`src/rtl/audio_pkg.sv`:
```
// Shared types for the PT8211 serial audio receive path.
// Sample/frame typedefs and receiver state encoding.
package audio_pkg;

  localparam int AUDIO_DW = 16;

  typedef logic [AUDIO_DW-1:0] sample_t;

  typedef struct packed {
    sample_t left;
    sample_t right;
  } stereo_frame_t;

  typedef enum logic [1:0] {
    HUNT,
    RIGHT,
    LEFT
  } rx_state_t;

endpackage

```
`src/rtl/sync_edge_det.sv`:
```
// Multi-flop synchroniser for one asynchronous line,
// with single-cycle rise/fall pulses on the synchronised value.
module sync_edge_det #(
  parameter int STAGES = 2
) (
  input  logic clk_i,
  input  logic rst_i,
  input  logic d_i,
  output logic q_o,
  output logic rise_o,
  output logic fall_o
);

  logic [STAGES-1:0] sync_q;
  logic              prev_q;

  always_ff @(posedge clk_i) begin
    if (rst_i) begin
      sync_q <= '0;
      prev_q <= 1'b0;
    end else begin
      sync_q <= {sync_q[STAGES-2:0], d_i};
      prev_q <= sync_q[STAGES-1];
    end
  end

  assign q_o    = sync_q[STAGES-1];
  assign rise_o = sync_q[STAGES-1] & ~prev_q;
  assign fall_o = ~sync_q[STAGES-1] & prev_q;

endmodule

```
`src/rtl/pt8211_rx.sv`:
```
// PT8211-format (LSB-justified, WS low = right) serial audio receiver
// delivering {left,right} frames on a valid/ready interface.
module pt8211_rx
  import audio_pkg::*;
#(
  parameter int DATA_WIDTH  = 16,
  parameter int SYNC_STAGES = 2,
  parameter int CNT_WIDTH   = 6
) (
  input  logic                  clk_27mhz,
  input  logic                  reset,
  input  logic                  bck,
  input  logic                  ws,
  input  logic                  din,
  output logic [DATA_WIDTH-1:0] out_left,
  output logic [DATA_WIDTH-1:0] out_right,
  output logic                  out_valid,
  input  logic                  out_ready,
  output logic                  frame_err,
  output logic                  overrun
);

  localparam logic [CNT_WIDTH-1:0] CNT_MAX = '1;
  localparam logic [CNT_WIDTH:0]   CNT_DW  = (CNT_WIDTH+1)'(DATA_WIDTH);

  logic bck_rise, ws_s, din_s;
  logic unused_bck_q, unused_bck_fall;
  logic unused_ws_rise, unused_ws_fall;
  logic unused_din_rise, unused_din_fall;

  sync_edge_det #(.STAGES(SYNC_STAGES)) u_bck (
    .clk_i (clk_27mhz),
    .rst_i (reset),
    .d_i   (bck),
    .q_o   (unused_bck_q),
    .rise_o(bck_rise),
    .fall_o(unused_bck_fall)
  );

  sync_edge_det #(.STAGES(SYNC_STAGES)) u_ws (
    .clk_i (clk_27mhz),
    .rst_i (reset),
    .d_i   (ws),
    .q_o   (ws_s),
    .rise_o(unused_ws_rise),
    .fall_o(unused_ws_fall)
  );

  sync_edge_det #(.STAGES(SYNC_STAGES)) u_din (
    .clk_i (clk_27mhz),
    .rst_i (reset),
    .d_i   (din),
    .q_o   (din_s),
    .rise_o(unused_din_rise),
    .fall_o(unused_din_fall)
  );

  rx_state_t             state_q, state_d;
  logic [DATA_WIDTH-1:0] shift_q, shift_d;
  logic [CNT_WIDTH-1:0]  cnt_q, cnt_d;
  logic                  wsp_q, wsp_d;
  logic [DATA_WIDTH-1:0] rbuf_q, rbuf_d;
  logic                  rok_q, rok_d;
  logic                  lead_q, lead_d;
  logic [DATA_WIDTH-1:0] left_q, left_d;
  logic [DATA_WIDTH-1:0] right_q, right_d;
  logic                  valid_q, valid_d;
  logic                  err_q, err_d;
  logic                  ovr_q, ovr_d;
  logic                  done, accept, cnt_ge;

  assign cnt_ge = {1'b0, cnt_q} >= CNT_DW;
  assign accept = valid_q & out_ready;

  always_comb begin
    state_d = state_q;
    shift_d = shift_q;
    cnt_d   = cnt_q;
    wsp_d   = wsp_q;
    rbuf_d  = rbuf_q;
    rok_d   = rok_q;
    lead_d  = lead_q;
    left_d  = left_q;
    right_d = right_q;
    valid_d = valid_q;
    err_d   = 1'b0;
    ovr_d   = 1'b0;
    done    = 1'b0;

    if (bck_rise) begin
      wsp_d = ws_s;
      if (ws_s != wsp_q) begin
        // ws change: previous word ended last edge, this bit opens a new one
        shift_d = {{(DATA_WIDTH-1){1'b0}}, din_s};
        cnt_d   = CNT_WIDTH'(1);
        unique case (state_q)
          HUNT: begin
            state_d = ws_s ? LEFT : RIGHT;
            rok_d   = 1'b0;
            lead_d  = ws_s;
          end
          RIGHT: begin
            state_d = LEFT;
            lead_d  = 1'b0;
            if (cnt_ge) begin
              rbuf_d = shift_q;
              rok_d  = 1'b1;
            end else begin
              rok_d = 1'b0;
              err_d = 1'b1;
            end
          end
          LEFT: begin
            state_d = RIGHT;
            rok_d   = 1'b0;
            lead_d  = 1'b0;
            if (!lead_q) begin
              if (!cnt_ge)    err_d = 1'b1;
              else if (rok_q) done  = 1'b1;
            end
          end
          default: state_d = HUNT;
        endcase
      end else begin
        shift_d = {shift_q[DATA_WIDTH-2:0], din_s};
        if (cnt_q != CNT_MAX) cnt_d = cnt_q + CNT_WIDTH'(1);
      end
    end

    if (accept) valid_d = 1'b0;

    if (done) begin
      if (!valid_q || accept) begin
        left_d  = shift_q;
        right_d = rbuf_q;
        valid_d = 1'b1;
      end else begin
        ovr_d = 1'b1;
      end
    end
  end

  always_ff @(posedge clk_27mhz) begin
    if (reset) begin
      state_q <= HUNT;
      shift_q <= '0;
      cnt_q   <= '0;
      wsp_q   <= 1'b0;
      rbuf_q  <= '0;
      rok_q   <= 1'b0;
      lead_q  <= 1'b0;
      left_q  <= '0;
      right_q <= '0;
      valid_q <= 1'b0;
      err_q   <= 1'b0;
      ovr_q   <= 1'b0;
    end else begin
      state_q <= state_d;
      shift_q <= shift_d;
      cnt_q   <= cnt_d;
      wsp_q   <= wsp_d;
      rbuf_q  <= rbuf_d;
      rok_q   <= rok_d;
      lead_q  <= lead_d;
      left_q  <= left_d;
      right_q <= right_d;
      valid_q <= valid_d;
      err_q   <= err_d;
      ovr_q   <= ovr_d;
    end
  end

  assign out_left  = left_q;
  assign out_right = right_q;
  assign out_valid = valid_q;
  assign frame_err = err_q;
  assign overrun   = ovr_q;

endmodule

```
`config.mk`:
```
export PLATFORM = sky130hd
export DESIGN_NAME = pt8211_rx
export DESIGN_NICKNAME = d
export VERILOG_FILES = /design/src/rtl/audio_pkg.sv /design/src/rtl/sync_edge_det.sv /design/src/rtl/pt8211_rx.sv
export SDC_FILE = /design/constraint.sdc
export NUM_CORES = 1
export LEC_CHECK = 0
export ABC_CLOCK_PERIOD_IN_PS = 2400
export CAP_MARGIN = 20
export CORE_ASPECT_RATIO = 1.75
export CORE_MARGIN = 2
export CORE_UTILIZATION = 55
export CTS_CLUSTER_SIZE = 16
export DETAILED_ROUTE_END_ITERATION = 12
export GPL_TIMING_DRIVEN = 0
export HOLD_SLACK_MARGIN = 0.05
export PLACE_DENSITY = 0.79
export SYNTH_ARGS = -nofsm -noshare
export SYNTH_HDL_FRONTEND = slang
export SYNTH_HIERARCHICAL = 1
export SYNTH_SLANG_ARGS = --single-unit
```
`constraint.sdc`:
```
create_clock -name clk_27mhz -period 2.4 [get_ports clk_27mhz]
set_input_delay 0.24 -clock clk_27mhz [delete_from_list [all_inputs] [get_ports clk_27mhz]]
set_output_delay 0.24 -clock clk_27mhz [all_outputs]
set_load 0.1 [all_outputs]
```
* Yosys cells after proc, flatten, opt, wreduce, memory -nomap -nowiden
Cells that the tools add are included.
** Word-level totals
- Flip-flop bits (word level) :: 85
- Input port bits :: 6
- Output and inout port bits :: 35
** Cells by class
- Add/sub/neg operators :: 1
- Magnitude comparators :: 1
- Equal/unequal tests :: 4
- Multiplexer cells :: 21
- Bitwise operators :: 6
- Reductions and logical operators :: 16
** Operators with widths (count)
- $mux 16 :: 1
- $mux 1 :: 13
- $mux 6 :: 2
- $add 6x1->6 const B :: 1
- $ge 6x5->1 const B :: 1
- $ne 6x6->1 const B :: 1
- $pmux 1 s2 :: 3
- $pmux 2 s3 :: 1
- $reduce_and 2->1 :: 3
- $reduce_and 3->1 :: 2
- $reduce_bool 2->1 :: 3
- $reduce_or 2->1 :: 3
- $not 1->1 :: 4
- $reduce_and 4->1 :: 1
- $reduce_or 3->1 :: 1
- $and 1x1->1 :: 2
- $eq 2x1->1 const B :: 1
- $eq 2x2->1 const B :: 1
- $logic_not 2->1 :: 1
- $mux 2 :: 1
- $logic_not 1->1 :: 1
- $logic_or 1x1->1 :: 1
- $ne 1x1->1 :: 1

* Logic depth before layout (Yosys ltp)
Gate-level depths: netlist of the first run.
- Depth in word-level cells :: 8
- Gate-level depth with buffers :: 8
- Mapped depth without buffers :: 6

* By module
The synthesis of the first run kept the hierarchy.
** Modules (own cells, without submodules)
- pt8211_rx :: times used 1, cells each 309, area an instance 3223.1 um^2, sequential area each 1561.5 um^2
- sync_edge_det :: times used 3, cells each 8, area an instance 91.3 um^2, sequential area each 60.1 um^2

* Worst setup path before layout of the first run
Ideal clock, no wire load.
- Path type :: reg-to-reg
- Start :: register valid_q, in the netlist out_valid
- End :: register left_q[0], in the netlist out_left[0]
- Setup time :: 0.072 ns
- Arrival time :: 1.740 ns
- Slack :: 0.588 ns
- Cell stages (with the launch flop) :: 6
- Cells stage by stage :: dfxtp_1 -> nand2b_1 -> nand2b_4 -> buf_6 -> buf_6 -> mux2i_1
** On the way
- Word-level cells in the longest chain between the ends :: 3
- Elaborated cells on any way between the ends :: 4
- Classes of those cells :: bitwise (1); reduce/logical (3)
** Ends and longest elaborated chain
- from (decl) :: RTL line pt8211_rx.sv:67 : logic valid_q, valid_d;
- from (signal assigned) :: RTL line pt8211_rx.sv:167 : valid_q <= valid_d;
- $and 1x1->1 or $logic_not 1->1 (tied branches) :: RTL line pt8211_rx.sv:73, pt8211_rx.sv:133
- $logic_or 1x1->1 * :: RTL line pt8211_rx.sv:133 : if (!valid_q || accept) begin
- $reduce_and 2->1 (no line) *
- to (signal assigned) :: RTL line pt8211_rx.sv:165 : left_q <= left_d;
- to (decl) :: RTL line pt8211_rx.sv:65 : logic [DATA_WIDTH-1:0] left_q, left_d;
Mark *: on every way between the ends. The rest lies on a longest branch, timed or not.
A chain may end at the register's enable or synchronous reset.

* Final worst setup path of the first run
- Start :: register u_ws.sync_q[1]
- End :: register rbuf_q[10]
** On the way
- Word-level cells in the longest chain between the ends :: 2
** Ends and longest elaborated chain
- from (decl) :: RTL line sync_edge_det.sv:14 : logic [STAGES-1:0] sync_q;
- from (signal assigned) :: RTL line sync_edge_det.sv:22 : sync_q <= {sync_q[STAGES-2:0], d_i};
- $ne 1x1->1 :: RTL line pt8211_rx.sv:92 : if (ws_s != wsp_q) begin
- $reduce_and 4->1 (no line)
- to (signal assigned) :: RTL line pt8211_rx.sv:162 : rbuf_q <= rbuf_d;
- to (decl) :: RTL line pt8211_rx.sv:62 : logic [DATA_WIDTH-1:0] rbuf_q, rbuf_d;
Every way passes these cells.

==> flow_summary.json, run 1 <==
{
  "status": "complete, no violations",
  "area_growth_syn_to_layout_pct": 19.5,
  "critical_path_buf_inv_count": 2,
  "cts_tree": "done",
  "hold-path-endpoint": "u_din/sync_q[0]$_SDFF_PP0_",
  "drc": 0,
  "reg2reg_to": "rbuf_q[10]$_SDFFE_PP0P_",
  "pre_cts_ws_ns": -0.104,
  "rr_worst_depth": 6,
  "clock.fmax_mhz": 460,
  "overflow": 0,
  "cts_resized": 0,
  "ys_warn_count": 6,
  "synthCells": 324,
  "first_pass_iters": 4,
  "hold_viol": 0,
  "synth_nets": 335,
  "ctsHoldBuffers": 0,
  "dr_total_vias": 2359,
  "slew-limit-headroom_pct": 34.5,
  "irDropWorstVdd_uv": 460,
  "cellInternalPower_uw": 1870,
  "routed_wl_mm": 6.07,
  "fin_skew_ns": 0.00567,
  "crit_path_end_kind": "register",
  "grt_max_degree": 15,
  "die_y_um": 108,
  "cts_buffer_depth": 2,
  "ant_nets": 0,
  "start_util_pct": 56.1,
  "cts_root_buffer": "clkbuf_8",
  "required_ns": 2.67,
  "grt_pass1_vias": 2270,
  "path_delay_family": "buffers and inverters",
  "cts_setup_buffers": 0,
  "finalCritPeriodShare_pct": 90.6,
  "dp_hpwl_mm": 4.62,
  "fin_crit_ns": 2.18,
  "antenna_cells": 0,
  "cp-start-kind": "register",
  "grt_pass1_wl_mm": 10.4,
  "rsz0062_at_grt": "false",
  "cp_max_fo": 10,
  "drt-wirelength-per-cell_um": 13.3,
  "cp_data_arrival_time_ns": 2.45,
  "gp_congestion": 0.834,
  "core_area_sq_um": 6090,
  "syn-cell-area_sq_um": 3410,
  "hold_start": "din",
  "post_synth.cell_area_avg_sq_um": 10.5,
  "cp_slowest_cell": "dfxtp_1",
  "holdPathStages": 2,
  "rr_startpoint": "u_ws/sync_q[1]$_SDFF_PP0_",
  "p_sw_share_pct": 21.0,
  "cts_inserted_buffers": 9,
  "whs_ns": 0.437,
  "p_comb_share_pct": 3.5,
  "setup_slack_ns": 0.225,
  "seqPwrFrac_pct": 59.9,
  "first_iter_violations": 71,
  "crit_type": "register to register",
  "drive_above_1_share_pct": 6.08,
  "worstMarginPinSlew_ns": 0.979,
  "dieArea_sq_um": 6880,
  "cp-startpoint": "u_ws/sync_q[1]$_SDFF_PP0_",
  "power.share.clock_pct": 36.6,
  "fin_nets": 386,
  "power_density_nw_per_um2": 582,
  "grt_usage_pct": 19.4,
  "multi_input_area_sq_um": 1590,
  "p_leak_uw": 0.00159,
  "clock_sinks": 85,
  "clkLatencyLatePin_ns": 0.35,
  "rows": 38,
  "clk_pin_slew_ns": 0.08,
  "seqCellArea_sq_um": 1700,
  "path_cells": "xor2_1 > nand2_1 > nor3b_1 > buf_2 > buf_4 > mux2i_1",
  "hold_class": "input pin to register",
  "cpPeakStageDelay_ns": 0.43,
  "portBuffers": 40,
  "ff2ff_setup_slack_ns": 0.22,
  "setup_violations": 0,
  "ios": 41,
  "drt-vias-per-instance": 5.15,
  "p_sw_uw": 498,
  "htreeDepth": 3,
  "drv_slew": 0,
  "antenna_found_initial": 0,
  "fillers": 534,
  "die_width_um": 63.6,
  "max-cap-violations": 0
}
==> registers in the layout (all words and copies together) (netlist names) <==
signal / count
cnt_q: 6
frame_err: 1
lead_q: 1
out_left: 16
out_right: 16
out_valid: 1
overrun: 1
rbuf_q: 16
rok_q: 1
shift_q: 16
state_q: 2
u_bck/prev_q: 1
u_bck/sync_q: 2
u_din/sync_q: 2
u_ws/sync_q: 2
wsp_q: 1
==> how the worst max path moves through the flow <==
stage,endpoint,depth (start not counted)
final,rbuf_q[10]$_SDFFE_PP0P_,6
after global routing,overrun$_SDFF_PP0_,5
after CTS,rbuf_q[10]$_SDFFE_PP0P_,6
after detailed placement,overrun$_SDFF_PP0_,5
after global placement,overrun$_SDFF_PP0_,5
after floorplan,out_left[0]$_SDFFE_PP0P_,5
==> final cells by class <==
type	count	area share, %
Sequential cell	85	41.7
Multi-Input combinational cell	215	38.9
Timing Repair Buffer	40	9.82
Clock buffer	12	3.80
Buffer	19	2.61
Tap cell	80	2.45
Inverter	5	0.460
Clock inverter	2	0.245
==> layer usage <==
metal  part of all wire, %  wire, um  vias to the layer above  track usage, %
li1                      -         -                     1200               -
met1                    41      2520                     1091            20.6
met2                    53      3220                       55            35.3
met3                   3.5       215                       13            4.89
met4                   2.0       119                        0            9.63
met5                     0         0                        -               0
==> cells in the final DEF (no fill, tap or decap), types with 2 or more instances in the layout <==
cell and n:
dfxtp_1 85, nand2b_1 66, mux2i_1 66, clkdlybuf4s50_1 40, nor2_1 20, clkbuf_1 13
clkbuf_8 11, nand2_1 8, nor2b_1 8, a21oi_1 6, inv_1 5, ha_1 5
nand4_1 4, nor3_1 4, buf_6 4, o21ai_0 3, a211oi_1 3, nand3b_1 3
o31ai_1 3, nor3b_1 3, and3_1 2, clkinv_2 2
==> per-stage QoR <==
stage | total power (uW) | utilization (%) | instances | setup TNS, ns | instance area [sq um]
after global placement | 1540 | 64.3 | 444 | -0.361 | 3910
after floorplan | 1510 | - | 324 | 0 | 3410
after global routing | 2470 | 67.0 | 458 | 0 | 4080
final | 2370 | 67.0 | 458 | 0 | 4080
after detailed placement | 1540 | 64.3 | 444 | -0.472 | 3910
after CTS | 2410 | 67.0 | 458 | 0 | 4080
==> worst reg2reg max path, delay by kind of cell (launching register included) <==
kind / cells / cell delay, ns
buffers and inverters: 2 / 0.52
xor gates and xnor gates: 1 / 0.43
and+or+nand+nor: 2 / 0.51
DFF: 1 / 0.43
muxes: 1 / 0.22
==> power by group through the flow <==
| stage | clock network [uW] | registers [uW] | logic [uW] |
|---|---|---|---|
| 2_1_floorplan | 0 | 1450 | 57.1 |
| 3_3_place_gp | 0 | 1450 | 84.3 |
| 3_5_place_dp | 0 | 1450 | 85.0 |
| 4_1_cts | 902 | 1420 | 85.3 |
| 5_1_grt | 956 | 1420 | 92.3 |
| 6_report | 868 | 1420 | 83.9 |
Power figures use the tool's default switching activity.
==> run 2, diff against run 1 <==
MAX_ROUTING_LAYER = met4   (was default)
==> run 2 against run 1 <==
Against the previous run: sequential share of layout area unchanged; first-iteration DRC count shrank 15%; cell count stayed put; sequential power hardly changed; largest power group unchanged.
==> flow_summary.json, run 2 (synthesis gave the netlist of run 1 again) <==
{
  "grt_usage_pct": 20.1,
  "path_cells": "xor2_1 > nand2_1 > nor3b_1 > buf_2 > buf_4 > mux2i_1",
  "clock.fmax_mhz": 461,
  "first_pass_iters": 4,
  "p_sw_share_pct": 21.2,
  "setup_violations": 0,
  "die_width_um": 63.6,
  "start_util_pct": 56.1,
  "rr_startpoint": "u_ws/sync_q[1]$_SDFF_PP0_",
  "routed_wl_mm": 6.10,
  "p_leak_uw": 0.00159,
  "grt_max_degree": 15,
  "rsz0062_at_grt": "false",
  "fin_crit_ns": 2.17,
  "die_y_um": 108,
  "rr_worst_depth": 6,
  "tns_ns": 0,
  "ant_nets": 0,
  "htreeDepth": 3,
  "grt_pass1_wl_mm": 10.4,
  "drv_slew": 0,
  "cpPeakStageDelay_ns": 0.43,
  "antenna_cells": 0,
  "core_area_sq_um": 6090,
  "cts_resized": 0,
  "cts_buffer_depth": 2,
  "dp_hpwl_mm": 4.62,
  "clk_pin_slew_ns": 0.08,
  "hold_start": "din",
  "instances_no_fill": 458,
  "layout_commonest_cell": "dfxtp_1",
  "cts_root_buffer": "clkbuf_8",
  "cts_setup_buffers": 0,
  "pre_cts_ws_ns": -0.104,
  "hold_class": "input pin to register",
  "fin_nets": 386,
  "first_iter_violations": 60,
  "clock_sinks": 85,
  "drt-wirelength-per-cell_um": 13.3,
  "area_growth_syn_to_layout_pct": 19.5,
  "rows": 38,
  "cp_max_fo": 10,
  "cp_data_arrival_time_ns": 2.45,
  "portBuffers": 40,
  "ctsHoldBuffers": 0,
  "hold_viol": 0,
  "cts_tree": "done",
  "cp_slowest_cell": "dfxtp_1",
  "dr_total_vias": 2350,
  "dieArea_sq_um": 6880,
  "p_sw_uw": 505,
  "ff2ff_setup_slack_ns": 0.23,
  "cts_inserted_buffers": 9,
  "worstMarginPinSlew_ns": 0.979,
  "crit_type": "register to register",
  "fin_skew_ns": 0.00507,
  "max-cap-violations": 0,
  "irDropWorstVdd_uv": 459,
  "setup_slack_ns": 0.230,
  "drt-vias-per-instance": 5.13,
  "status": "complete, no violations",
  "crit_path_end_kind": "register",
  "hold-path-endpoint": "u_din/sync_q[0]$_SDFF_PP0_",
  "seqPwrFrac_pct": 59.7,
  "finalCritPeriodShare_pct": 90.4,
  "drc": 0,
  "required_ns": 2.68,
  "ios": 41,
  "power_density_nw_per_um2": 583,
  "grt_pass1_vias": 2265,
  "dp_cells": 444,
  "cp-start-kind": "register",
  "gp_congestion": 0.847,
  "reg2reg_to": "rbuf_q[10]$_SDFFE_PP0P_",
  "overflow": 0,
  "slew-limit-headroom_pct": 34.5,
  "power.share.clock_pct": 36.8,
  "p_comb_share_pct": 3.5,
  "finish.utilization_pct": 67.0,
  "holdPathStages": 2,
  "antenna_found_initial": 0,
  "final_cell_mix": "dfxtp_1 (85), nand2b_1 (66), mux2i_1 (66)",
  "drive_above_1_share_pct": 6.08,
  "clkLatencyLatePin_ns": 0.35,
  "cellInternalPower_uw": 1870
}
[run 2: cell counts in the layout (fill, tap and decap cells not counted)]
Identical to the previous run, type by type.
[run 2: worst max-delay path by stage]
stage | startpoint | endpoint | depth (start not counted) | slack (ns)
detailed placement | reset | overrun$_SDFF_PP0_ | 5 | -0.10
global route | reset | overrun$_SDFF_PP0_ | 5 | 0.04
global placement | reset | overrun$_SDFF_PP0_ | 5 | -0.10
floorplan | out_valid$_SDFF_PP0_ | out_left[0]$_SDFFE_PP0P_ | 5 | 0.59
CTS | u_ws/sync_q[1]$_SDFF_PP0_ | rbuf_q[10]$_SDFFE_PP0P_ | 6 | 0.25
finish | u_ws/sync_q[1]$_SDFF_PP0_ | rbuf_q[10]$_SDFFE_PP0P_ | 6 | 0.23
[run 2: power by group through the flow]
stage	Clock, uW	Combinational, uW	Sequential [uW]
final	875	83.8	1420
after floorplan	0	57.1	1450
after global placement	0	84.3	1450
after CTS	902	85.3	1420
after global routing	960	92.3	1420
after detailed placement	0	85.0	1450
[run 2: through the flow]
stage	hold slack (ns)	total power, uW	area [sq um]
2_1_floorplan	0.312	1510	3410
3_3_place_gp	0.418	1540	3910
3_5_place_dp	0.426	1540	3910
4_1_cts	0.424	2410	4080
5_1_grt	0.435	2470	4080
6_report	0.432	2380	4080
[run 2: per-layer routing]
layer	routed length, um	GRT usage, %
met4	143	9.63
met1	2520	20.8
met3	232	4.89
met2	3210	35.3
met5	0	-
[run 2: cell type report]
class	count	area [sq um]
multi-input cells	215	1590
clock inverters	2	10.0
repair buffers	40	400
clock buffers	12	155
fillers	534	2010
plain buffers	19	106
inverters	5	18.8
well taps	80	100
flip-flops and latches	85	1700
[run 2: critical path: cells and delay by family, from the launching register on]
kind | cells | cell delay (ns)
multiplexers | 1 | 0.22
XOR/XNOR | 1 | 0.43
AND/OR/NAND/NOR | 2 | 0.50
buffers and inverters | 2 | 0.52
flip-flops | 1 | 0.43
==> run 3, diff against run 2 <==
ABC_AREA = 1   (was default)
CORE_MARGIN = 8   (was 2)
CORE_UTILIZATION = 56   (was 55)
GPL_ROUTABILITY_DRIVEN = 0   (was default)
PLACE_DENSITY = 0.8   (was 0.79)
==> run 3 against run 2 <==
Against the previous run: clock power is 6.2% higher; clock skew down 0.00084 ns; count of clock-buffer cells in the layout is 2 higher; cell count is 36% higher; synthesized cell count increased by 50%; die area is 35% higher; critical path type is now register to primary output; largest cell class unchanged; highest routed layer unchanged.
==> flow_summary.json, run 3 <==
{
  "grt.met3_usage_pct": 3.64,
  "layout_commonest_cell": "nand2_1",
  "worstMarginPinSlew_ns": 0.983,
  "clkLatencyLatePin_ns": 0.35,
  "multi_input_area_sq_um": 1460,
  "path_delay_family": "buffers and inverters",
  "antenna_cells": 0,
  "die_width_um": 76.2,
  "synth_nets": 498,
  "start_util_pct": 57.5,
  "post_synth.cell_area_avg_sq_um": 7.30,
  "portBuffers": 40,
  "first_iter_violations": 221,
  "grt_pass1_vias": 3073,
  "rsz0062_at_grt": "false",
  "cts_resized": 0,
  "clock_sinks": 85,
  "area_growth_syn_to_layout_pct": 19.1,
  "cellInternalPower_uw": 1930,
  "antenna_found_initial": 0,
  "cts_setup_buffers": 0,
  "met1_usage_pct": 16.9,
  "routed_wl_mm": 8.10,
  "finalCritPeriodShare_pct": 87.2,
  "rr_worst_depth": 8,
  "seqPwrFrac_pct": 57.7,
  "use_met2_pct": 34.1,
  "synthCells": 487,
  "fin_skew_ns": 0.00422,
  "drc": 0,
  "grt_usage_pct": 18.7,
  "finish.utilization_pct": 68.5,
  "path_cells": "clkdlybuf4s50_1",
  "p_sw_uw": 570,
  "grt_max_degree": 13,
  "fin_nets": 549,
  "die_y_um": 121,
  "hold_class": "input pin to register",
  "setup_violations": 0,
  "p_sw_share_pct": 22.8,
  "cts_buffer_depth": 2,
  "ctsHoldBuffers": 0,
  "overflow": 0,
  "final_cell_mix": "nand2_1 (94), dfxtp_1 (85), nor2_1 (82)",
  "ant_nets": 0,
  "tns_ns": 0,
  "drt-wirelength-per-cell_um": 13.0,
  "required_ns": 2.16,
  "fin_crit_ns": 2.09,
  "holdPathStages": 3,
  "drt-vias-per-instance": 5.06,
  "first_pass_iters": 4,
  "crit_path_end_kind": "primary output",
  "hold-path-endpoint": "u_din/sync_q[0]$_SDFF_PP0_",
  "power_density_nw_per_um2": 590,
  "setup_slack_ns": 0.308,
  "dp_cells": 607,
  "instances_no_fill": 622,
  "cp_slowest_cell": "clkdlybuf4s50_1",
  "grt_pass1_wl_mm": 13.7,
  "clk_pin_slew_ns": 0.08,
  "cts_inserted_buffers": 9,
  "cp_data_arrival_time_ns": 1.85,
  "dieArea_sq_um": 9260,
  "p_leak_uw": 0.00166,
  "htreeDepth": 3,
  "drv_slew": 0,
  "drive_above_1_share_pct": 6.09,
  "status": "complete, no violations",
  "reg2reg_to": "rbuf_q[11]$_SDFFE_PP0P_",
  "crit_type": "register to primary output",
  "slew-limit-headroom_pct": 34.3,
  "hold_viol": 0,
  "hold_start": "din",
  "seqCellArea_sq_um": 1700,
  "max-cap-violations": 0,
  "cp-start-kind": "register",
  "p_total_uw": 2500,
  "cp_max_fo": 2,
  "ios": 41,
  "ys_warn_count": 6,
  "core_area_sq_um": 6180,
  "cts_tree": "done",
  "syn-cell-area_sq_um": 3560,
  "irDropWorstVdd_uv": 413,
  "fillers": 546,
  "ff2ff_setup_slack_ns": 0.61,
  "power.share.clock_pct": 37.2,
  "dr_total_vias": 3145,
  "pre_cts_ws_ns": 0.372,
  "cts_root_buffer": "clkbuf_8",
  "rows": 38,
  "rr_startpoint": "u_bck/sync_q[1]$_SDFF_PP0_",
  "p_comb_share_pct": 5.1,
  "clock.fmax_mhz": 478,
  "critical_path_buf_inv_count": 1,
  "dp_hpwl_mm": 6.18,
  "grt-busiest-layer": "met2",
  "cpPeakStageDelay_ns": 1.14
}
## run 3: metal layers
| metal | share of wire (%) | up-vias |
|---|---|---|
| met5 | 0 | - |
| met4 | 3.4 | 0 |
| met3 | 4.3 | 19 |
| met2 | 55 | 79 |
| met1 | 37 | 1411 |
| li1 | - | 1636 |
## run 3: worst max-delay path by stage
stage | from | endpoint | slack [ns] | depth (start not counted)
detailed placement | reset | out_right[5]$_SDFFE_PP0P_ | 0.37 | 6
global route | out_right[14]$_SDFFE_PP0P_ | out_right[14] | 0.26 | 1
global placement | reset | out_left[15]$_SDFFE_PP0P_ | 0.38 | 6
CTS | out_left[11]$_SDFFE_PP0P_ | out_left[11] | 0.31 | 1
finish | out_left[10]$_SDFFE_PP0P_ | out_left[10] | 0.31 | 1
floorplan | out_valid$_SDFF_PP0_ | out_left[10]$_SDFFE_PP0P_ | 0.53 | 5
## run 3: power by group through the flow
stage | clock network [uW] | registers (uW) | logic, uW
2_1_floorplan | 0 | 1470 | 87.1
3_3_place_gp | 0 | 1470 | 123
3_5_place_dp | 0 | 1470 | 126
4_1_cts | 939 | 1440 | 127
5_1_grt | 1010 | 1440 | 142
6_report | 929 | 1440 | 127
## run 3: tightest hold or removal path, stage by stage
cell and delay, ns:
clkdlybuf4s50_1 0.40, inv_1 0.05, nor2_1 0.03
## run 3: area by class of cell
cell class | count | area share (%)
buffer | 30 | 3.90
clock inverter | 1 | 0.118
sequential | 85 | 40.2
timing repair buffer | 40 | 9.46
inverter | 60 | 5.32
clock buffer | 14 | 4.08
tap | 80 | 2.36
multi-input combinational | 312 | 34.6
## run 3: per-stage QoR
step | area [sq um] | hold slack (ns)
floorplan | 3560 | 0.311
global placement | 4060 | 0.390
detailed placement | 4060 | 0.402
CTS | 4230 | 0.396
global route | 4230 | 0.420
finish | 4230 | 0.397
